$ cat src/rtl/pwm_fade_ctrl_if.sv
// Button-to-PWM brightness bus: raw button in, compare value, load strobe and status out.
interface pwm_fade_ctrl_if;
   logic        pb_in;
   logic [15:0] duty_n;
   logic        load;
   logic [2:0]  level;
   logic        ramping;

   modport master (output pb_in, input duty_n, load, level, ramping);
   modport slave  (input pb_in, output duty_n, load, level, ramping);
endinterface

$ cat src/rtl/pwm_fade_ctrl.sv
// Debounced push-button brightness stepper that ramps the PWM compare value
// toward a per-level target in clamped STEP increments every RAMP_DIV cycles.
module pwm_fade_ctrl #(
   parameter int unsigned DB_CYCLES = 50000,
   parameter int unsigned RAMP_DIV  = 1000,
   parameter int unsigned STEP      = 256
) (
   input  logic            clk,
   input  logic            rst,
   pwm_fade_ctrl_if.slave  bus
);

   localparam logic [0:0] S_IDLE = 1'b0;
   localparam logic [0:0] S_RAMP = 1'b1;
   localparam int         DBW    = 21;
   localparam logic [DBW-1:0] DB_LAST  = DBW'(DB_CYCLES - 1);
   localparam logic [15:0]    DIV_LAST = 16'(RAMP_DIV - 1);
   localparam logic [16:0]    STEP17   = 17'(STEP);

   logic           s1_q, s1_d, s2_q, s2_d;
   logic           db_q, db_d, db_prev_q, db_prev_d;
   logic [DBW-1:0] db_cnt_q, db_cnt_d;
   logic [15:0]    div_q, div_d;
   logic [15:0]    target_q, target_d;
   logic [15:0]    duty_q, duty_d;
   logic           load_q, load_d;
   logic [2:0]     level_q, level_d;
   logic           ramping_q, ramping_d;
   logic [0:0]     state_q, state_d;

   logic           press, tick;
   logic [2:0]     new_level;
   logic [15:0]    new_target, next_duty;
   logic [16:0]    up_sum, dn_diff;

   // Clamped step toward target; 17-bit math so carry/borrow flags the clamp.
   always_comb begin
      up_sum    = {1'b0, duty_q} + STEP17;
      dn_diff   = {1'b0, duty_q} - STEP17;
      next_duty = duty_q;
      if (duty_q < target_q)
         next_duty = (up_sum >= {1'b0, target_q}) ? target_q : up_sum[15:0];
      else if (duty_q > target_q)
         next_duty = (dn_diff[16] || (dn_diff[15:0] < target_q)) ? target_q : dn_diff[15:0];
   end

   always_comb begin
      s1_d      = bus.pb_in;
      s2_d      = s1_q;
      db_d      = db_q;
      db_cnt_d  = '0;
      if (s2_q != db_q) begin
         if (db_cnt_q == DB_LAST) db_d = s2_q;
         else                     db_cnt_d = db_cnt_q + 1'b1;
      end
      db_prev_d = db_q;

      press      = db_q & ~db_prev_q;
      tick       = (div_q == DIV_LAST);
      new_level  = level_q + 3'd1;
      new_target = {new_level, 13'd0};

      level_d   = level_q;
      target_d  = target_q;
      div_d     = div_q;
      duty_d    = duty_q;
      load_d    = 1'b0;
      ramping_d = ramping_q;
      state_d   = state_q;

      // A press always wins over a coincident tick: the ramp restarts its divider.
      if (press) begin
         level_d  = new_level;
         target_d = new_target;
         div_d    = '0;
         if (new_target == duty_q) begin
            ramping_d = 1'b0;
            state_d   = S_IDLE;
         end else begin
            ramping_d = 1'b1;
            state_d   = S_RAMP;
         end
      end else if (state_q == S_RAMP) begin
         if (tick) begin
            div_d  = '0;
            duty_d = next_duty;
            load_d = 1'b1;
            if (next_duty == target_q) begin
               ramping_d = 1'b0;
               state_d   = S_IDLE;
            end
         end else begin
            div_d = div_q + 16'd1;
         end
      end
   end

   always_ff @(posedge clk) begin
      if (rst) begin
         s1_q      <= 1'b0;
         s2_q      <= 1'b0;
         db_q      <= 1'b0;
         db_prev_q <= 1'b0;
         db_cnt_q  <= '0;
         div_q     <= '0;
         target_q  <= '0;
         duty_q    <= '0;
         load_q    <= 1'b0;
         level_q   <= '0;
         ramping_q <= 1'b0;
         state_q   <= S_IDLE;
      end else begin
         s1_q      <= s1_d;
         s2_q      <= s2_d;
         db_q      <= db_d;
         db_prev_q <= db_prev_d;
         db_cnt_q  <= db_cnt_d;
         div_q     <= div_d;
         target_q  <= target_d;
         duty_q    <= duty_d;
         load_q    <= load_d;
         level_q   <= level_d;
         ramping_q <= ramping_d;
         state_q   <= state_d;
      end
   end

   assign bus.duty_n  = duty_q;
   assign bus.load    = load_q;
   assign bus.level   = level_q;
   assign bus.ramping = ramping_q;

endmodule

$ cat src/flat_wrapper.sv
// flat-port wrapper written by rule: the top's interface ports become plain ports
module pwm_fade_ctrl_flat 
#(
   parameter int unsigned DB_CYCLES = 50000,
   parameter int unsigned RAMP_DIV  = 1000,
   parameter int unsigned STEP      = 256
)
  (clk, rst, bus_pb_in, bus_duty_n, bus_load, bus_level, bus_ramping);
  pwm_fade_ctrl_if bus_i ();
  input  logic clk;
  input  logic rst;
  input wire logic [$bits(bus_i.pb_in)-1:0] bus_pb_in;
  output wire logic [$bits(bus_i.duty_n)-1:0] bus_duty_n;
  output wire logic [$bits(bus_i.load)-1:0] bus_load;
  output wire logic [$bits(bus_i.level)-1:0] bus_level;
  output wire logic [$bits(bus_i.ramping)-1:0] bus_ramping;
  assign bus_i.pb_in = bus_pb_in;
  assign bus_duty_n = bus_i.duty_n;
  assign bus_load = bus_i.load;
  assign bus_level = bus_i.level;
  assign bus_ramping = bus_i.ramping;
  pwm_fade_ctrl #(.DB_CYCLES(DB_CYCLES), .RAMP_DIV(RAMP_DIV), .STEP(STEP)) u_core (.clk(clk), .rst(rst), .bus(bus_i));
endmodule
$ cat config.mk
export PLATFORM = sky130hd
export DESIGN_NAME = pwm_fade_ctrl_flat
export DESIGN_NICKNAME = d
export VERILOG_FILES = /design/src/rtl/pwm_fade_ctrl_if.sv /design/src/rtl/pwm_fade_ctrl.sv /design/src/flat_wrapper.sv
export SDC_FILE = /design/constraint.sdc
export NUM_CORES = 1
export LEC_CHECK = 0
export CORE_MARGIN = 2
export CORE_UTILIZATION = 29
export DETAILED_ROUTE_END_ITERATION = 10
export PLACE_DENSITY = 0.55
export SYNTH_ARGS = -nofsm -noshare
export SYNTH_HDL_FRONTEND = slang
export SYNTH_SLANG_ARGS = --single-unit
$ cat constraint.sdc
create_clock -name clk -period 4.6 [get_ports clk]
set_input_delay 0.69 -clock clk [delete_from_list [all_inputs] [get_ports clk]]
set_output_delay 0.69 -clock clk [all_outputs]
set_load 0.05 [all_outputs]
# [Word-level counts from Yosys, hierarchy flattened]
# Cells that the tools add are included.
[totals] ff_bits=63 latchBits=0 ramBits=0 romBits=0 inputBits=3 out_inout_bits=21 wordCells=55 n_memories=0
[op_classes] n_addsub=5 multipliers=0 n_div=0 n_lt_le_gt_ge=4 eq_ne=5 shift=0 muxes=15 bitwise_logic=5 n_reduce_logical=10
[ops] cell="$mux 16" count=5
[ops] cell="$eq 16x16->1" count=2
[ops] cell="$lt 16x16->1" count=2
[ops] cell="$add 21x1->21 const B" count=1
[ops] cell="$eq 21x16->1 const B" count=1
[ops] cell="$add 16x9->17 const B" count=1
[ops] cell="$ge 17x16->1" count=1
[ops] cell="$sub 16x9->17 const B" count=1
[ops] cell="$add 16x1->16 const B" count=1
[ops] cell="$eq 16x10->1 const B" count=1
[ops] cell="$gt 16x16->1" count=1
[ops] cell="$mux 1" count=10
[ops] cell="$reduce_and 3->1" count=2
[ops] cell="$reduce_bool 2->1" count=3
[ops] cell="$reduce_or 3->1" count=2
[ops] cell="$not 1->1" count=4
[ops] cell="$add 3x1->3 const B" count=1
[ops] cell="$reduce_and 2->1" count=1
[ops] cell="$reduce_or 2->1" count=1
[ops] cell="$and 1x1->1" count=1
[ops] cell="$logic_or 1x1->1" count=1
[ops] cell="$ne 1x1->1" count=1

# [Logic depth before layout (Yosys ltp)]
[logic_depth] depth_word=11 depth_mapped=15 mapped_depth_nobuf=15

# [Least setup slack after synthesis]
# Ideal clock, no wire load.
[synth_timing] path_kind="reg-to-reg" from="register u_core.duty_q[8], in the netlist u_core.bus.duty_n[8]" to="register u_core.ramping_q, in the netlist u_core.bus.ramping" setup_ns=0.139 arrival_ns=3.431 required_ns=4.461 slack_ns=1.030 path_stages_with_launch=15 path_buffers=1 synth_period_minus_slack_ns=3.570 path_cell_list="dfxtp_1 ha_1 and3_1 nand3_1 xnor2_1 ha_1 and3_1 nand3_1 a311oi_4 nor3_2 buf_6 o31ai_1 a21oi_1 a2111oi_4 a41oi_1"
[synth_between] elab_chain_cells=9 word_cells_on_any_way=17 cone_classes="add/sub: 2; order compare: 4; eq/ne: 2; mux: 6; reduce/logical: 3"
[synth_lines] element="start: declaration" line="pwm_fade_ctrl.sv:25" source="logic [15:0] duty_q, duty_d;"
[synth_lines] element="start signal: assignment" line="pwm_fade_ctrl.sv:120" source="duty_q <= duty_d;"
[synth_lines] element="$sub 16x9->17" line="pwm_fade_ctrl.sv:39" source="dn_diff = {1'b0, duty_q} - STEP17;"
[synth_lines] element="$lt 16x16->1" line="pwm_fade_ctrl.sv:44" source="next_duty = (dn_diff[16] || (dn_diff[15:0] < target_q)) ? target_q : dn_diff[15:0];"
[synth_lines] element="$logic_or 1x1->1" line="pwm_fade_ctrl.sv:44"
[synth_lines] element="$mux 16" line="pwm_fade_ctrl.sv:44"
[synth_lines] element="$mux 16" line="pwm_fade_ctrl.sv:43" source="else if (duty_q > target_q)"
[synth_lines] element="$mux 16" line="pwm_fade_ctrl.sv:41" source="if (duty_q < target_q)"
[synth_lines] element="$eq 16x16->1" line="pwm_fade_ctrl.sv:88" source="if (next_duty == target_q) begin"
[synth_lines] element="$reduce_bool 2->1 (no line)"
[synth_lines] element="$reduce_and 3->1 (no line)"
[synth_lines] element="end signal: assignment" line="pwm_fade_ctrl.sv:123" source="ramping_q <= ramping_d;"
[synth_lines] element="end: declaration" line="pwm_fade_ctrl.sv:28" source="logic ramping_q, ramping_d;"
# Parallel ways exist; a longest one is shown, timed or not.
# A chain may end at the register's enable or synchronous reset.

# [Worst setup path in the final report]
[layout_timing] from="register u_core.duty_q[8], in the netlist u_core.bus.duty_n[8]" to="register u_core.state_q"
[layout_between] elab_chain_cells=11 word_cells_on_any_way=18 cone_classes="add/sub: 2; order compare: 4; eq/ne: 2; mux: 9; reduce/logical: 1"
[layout_lines] element="$sub 16x9->17" line="pwm_fade_ctrl.sv:39"
[layout_lines] element="$lt 16x16->1" line="pwm_fade_ctrl.sv:44"
[layout_lines] element="$logic_or 1x1->1" line="pwm_fade_ctrl.sv:44"
[layout_lines] element="$mux 16" line="pwm_fade_ctrl.sv:44"
[layout_lines] element="$mux 16" line="pwm_fade_ctrl.sv:43"
[layout_lines] element="$mux 16" line="pwm_fade_ctrl.sv:41"
[layout_lines] element="$eq 16x16->1" line="pwm_fade_ctrl.sv:88"
[layout_lines] element="$mux 1" line="pwm_fade_ctrl.sv:88"
[layout_lines] element="$mux 1" line="pwm_fade_ctrl.sv:84" source="if (tick) begin"
[layout_lines] element="$mux 1" line="pwm_fade_ctrl.sv:83" source="end else if (state_q == S_RAMP) begin"
[layout_lines] element="$mux 1 *" line="pwm_fade_ctrl.sv:72" source="if (press) begin"
[layout_lines] element="end signal: assignment" line="pwm_fade_ctrl.sv:124" source="state_q <= state_d;"
[layout_lines] element="end: declaration" line="pwm_fade_ctrl.sv:29" source="logic [0:0] state_q, state_d;"
# Every way passes the cells marked *; elsewhere a longest branch is shown, timed or not.

==> flow_summary.toml <==
[timing]
clock_skew_ns = 0.00777
hold_viol = 0
worst_pin_slew_ns = 1.00
timing.max_slew.rel_slack_pct = 32.1
fmax_ghz = 0.264
setup_viol = 0
fin_hold_ws_ns = 0.468
fin_tns_setup_ns = 0
rsz0062_at_grt = "no"
fin_crit_ns = 3.79
fin_crit_sh_pct = 82.5
maxSlewViolCount = 0

[placed_design]
numPortBuffers = 23
placed_cell_area_um2 = 3880
gp_congestion = 0.940
place_hpwl_um = 6040
place_inst = 587

[worst_hold_path]
whs_path_depth = 1
hold_class = "flip-flop to flip-flop"
hold_path.startpoint = "u_core.db_cnt_q[0]"
whs_endpoint = "u_core.db_cnt_q[0]"

[power]
sequentialPowerShare_pct = 44.2
p_per_area_nw_per_um2 = 296
vdd_drop_max_uv = 146
p_sw_share_pct = 18.4
intPower_w = 0.00101
p_sw_w = 0.000228
power.total_w = 0.00124
combPwrFrac_pct = 0.8
pwr-share-clk_pct = 54.9
leakage_nw = 1.43

[global_route]
grt_pass1_wl_um = 14100
grt_use_total_pct = 13.5
grt_remaining_overflow = 0
grt_pass1_vias = 2907
antenna_found_initial = 0
grt_max_degree = 22

[floorplanning]
core.rowCount = 40
io_pins = 24
coreArea_um2 = 11900
die_h_um = 114
die_x_um = 114
die_area_um2 = 13000
start_util_pct = 29.5

[yosys]
yosysTopAreaCellShare_pct = 35.9
synthTopCellsByCount = "69 x nor2_1, 63 x dfxtp_1, 45 x nand2_1"
syn_area_um2 = 3510
synth_cells = 431
synth_area_leaders = "dfxtp_1 36%, nor2_1 7.4%, xor2_1 6.2%"
yosys_warnings = 0
yosys_most_used_dff = "dfxtp_1"
synth_fp_nets = 448
ys_seq_elements = 63
synth_cell_types = 53
synth_area_leader_cell = "dfxtp_1"
async_flop_share_pct = 0
ys_seq_area_share_pct = 35.9
syn_avg_cell_area_um2 = 8.15
synth.most_common_cell = "nor2_1"
synth-edff-count = 0

[cells_and_area]
num_antenna_cells = 0
area_growth_pct = 19.3
finalNetCount = 468
final_cell_area_um2 = 4190
layout-drive-gt1-share_pct = 6.36
instances_no_fill = 603

[clock_tree]
cts_buffers = 9
cts_tree = "yes"
ctsResizeCount = 0
ctsHoldBuffers = 0
clock-sinks = 63
clk_path_buf_depth = 2
post_cts_buffers = 0
clock_latency_ns = 0.32
htree_levels = 3
root_buffer = "clkbuf_16"
clk_pin_slew_ns = 0.05

[detailed_routing]
initialDrtViolationCount = 280
ant_nets = 0
wire_per_inst_um = 13.6
firstDrtPassIters = 4
finalWirelength_um = 8200
drcViolationCount = 0
vias_per_cell = 4.96
dr_total_vias = 2993

[worst_setup_path]
worst-path-buf-inv = 2
reg2reg_depth = 15
reg2reg_to = "u_core.state_q"
cp_slowest_cell = "o41ai_2"
crit_required_ns = 4.77
r2r-start = "u_core.bus.duty_n[8]"
crit_arrival_ns = 3.97
crit_path_max_fanout = 10
worst-setup-path-type = "flip-flop to flip-flop"
ff2ff_setup_slack_ns = 0.81
endpoint_kind = "flip-flop"
crit_path_max_incr_delay_ns = 0.54
cpLargestDelayFamily = "compound AO/OA/AOI/OAI gates"
path_cells = "inv_1 > ha_1 > inv_1 > or3_1 > nor3_1 > xor2_1 > ha_1 > nand2_1 > nand2_1 > o41ai_2 > nor2_1 > a221oi_1 > a21oi_1 > a2111oi_4 > a41oi_1"
cp-start-kind = "flip-flop"

[flow_run]
maxCapViolCount = 0

[outcome]
status = "complete, no violations"
-- state kept, by name, indices dropped and copies added (netlist names) --
register            flops
u_core.div_q           16
u_core.bus.duty_n      16
u_core.state_q          1
u_core.bus.ramping      1
u_core.bus.load         1
u_core.bus.level        3
u_core.s1_q             1
u_core.db_prev_d        1
u_core.db_cnt_q        21
u_core.db_prev_q        1
u_core.s2_q             1
-- area by class of cell --
class | instances | area [µm²]
Tap cell | 147 | 184
Sequential cell | 63 | 1260
Inverter | 14 | 52.6
Multi-Input combinational cell | 336 | 2120
Timing Repair Buffer | 27 | 260
Fill cell | 1241 | 7720
Clock buffer | 13 | 270
Clock inverter | 3 | 40.0
-- routing by layer --
metal / up-vias / part of all wire [%] / GRT usage [%]
met3: 10 / 5.6 / 3.71
met5: - / 0 / 0
li1: 1545 / - / -
met1: 1368 / 50 / 19.0
met4: 0 / 1.5 / 3.82
met2: 70 / 43 / 20.2
-- power by group through the flow --
stage	Combinational [W]	Clock, W	Sequential, W
2_1_floorplan	0.00000724	0	0.000559
3_3_place_gp	0.0000108	0	0.000559
3_5_place_dp	0.0000109	0	0.000559
4_1_cts	0.0000109	0.000702	0.000548
5_1_grt	0.0000119	0.000731	0.000548
6_report	0.0000105	0.000681	0.000548
-- placed cells by master (no fill, tap or decap), drive strengths merged, types with 4 or more instances in the layout --
cell type / count
a211oi: 4
xnor2: 23
clkbuf: 13
nand4: 11
xor2: 25
mux2i: 5
or3: 5
buf: 4
nand3: 16
and2: 15
and3: 8
dfxtp: 63
o21ai: 11
nor3: 11
inv: 14
nand2: 45
nor2: 69
o41ai: 4
nor4: 9
nor2b: 6
ha: 14
clkdlybuf4s50: 23
a21oi: 20
-- how the worst max path moves through the flow --
stage | from | to | slack (ns) | cells past startpoint
2_1_floorplan | u_core.bus.duty_n[8] | u_core.bus.ramping | 1.03 | 14
4_1_cts | u_core.bus.duty_n[8] | u_core.state_q | 0.82 | 15
5_1_grt | u_core.bus.duty_n[8] | u_core.state_q | 0.54 | 15
3_5_place_dp | u_core.bus.duty_n[8] | u_core.state_q | 0.84 | 15
6_report | u_core.bus.duty_n[8] | u_core.state_q | 0.81 | 15
3_3_place_gp | u_core.bus.duty_n[8] | u_core.state_q | 0.95 | 15
-- metrics by stage --
stage	utilization, %	worst slack (ns)
2_1_floorplan	-	1.03
3_3_place_gp	32.6	0.951
3_5_place_dp	32.6	0.844
4_1_cts	35.2	0.820
5_1_grt	35.2	0.540
6_report	35.2	0.805
-- worst register-to-register path: stages, from the launching register on --
cell and delay (ns):
dfxtp_1 0.41, inv_1 0.13, ha_1 0.21, inv_1 0.06, or3_1 0.36, nor3_1 0.34
xor2_1 0.12, ha_1 0.21, nand2_1 0.06, nand2_1 0.09, o41ai_2 0.54, nor2_1 0.16
a221oi_1 0.30, a21oi_1 0.13, a2111oi_4 0.36, a41oi_1 0.17
-- cells by family (layout without fill, tap and decap cells) --
group | Yosys count | count (layout) | synth area share, %
simple gates | 206 | 206 | 28.9
compound gates | 63 | 63 | 13.1
flops | 63 | 63 | 35.9
xor+xnor | 48 | 48 | 12.0
buf+inv | 32 | 57 | 3.70
fa+ha+maj | 14 | 14 | 4.99
mux | 5 | 5 | 1.43
No activity file was read; power rests on OpenSTA's default activity.
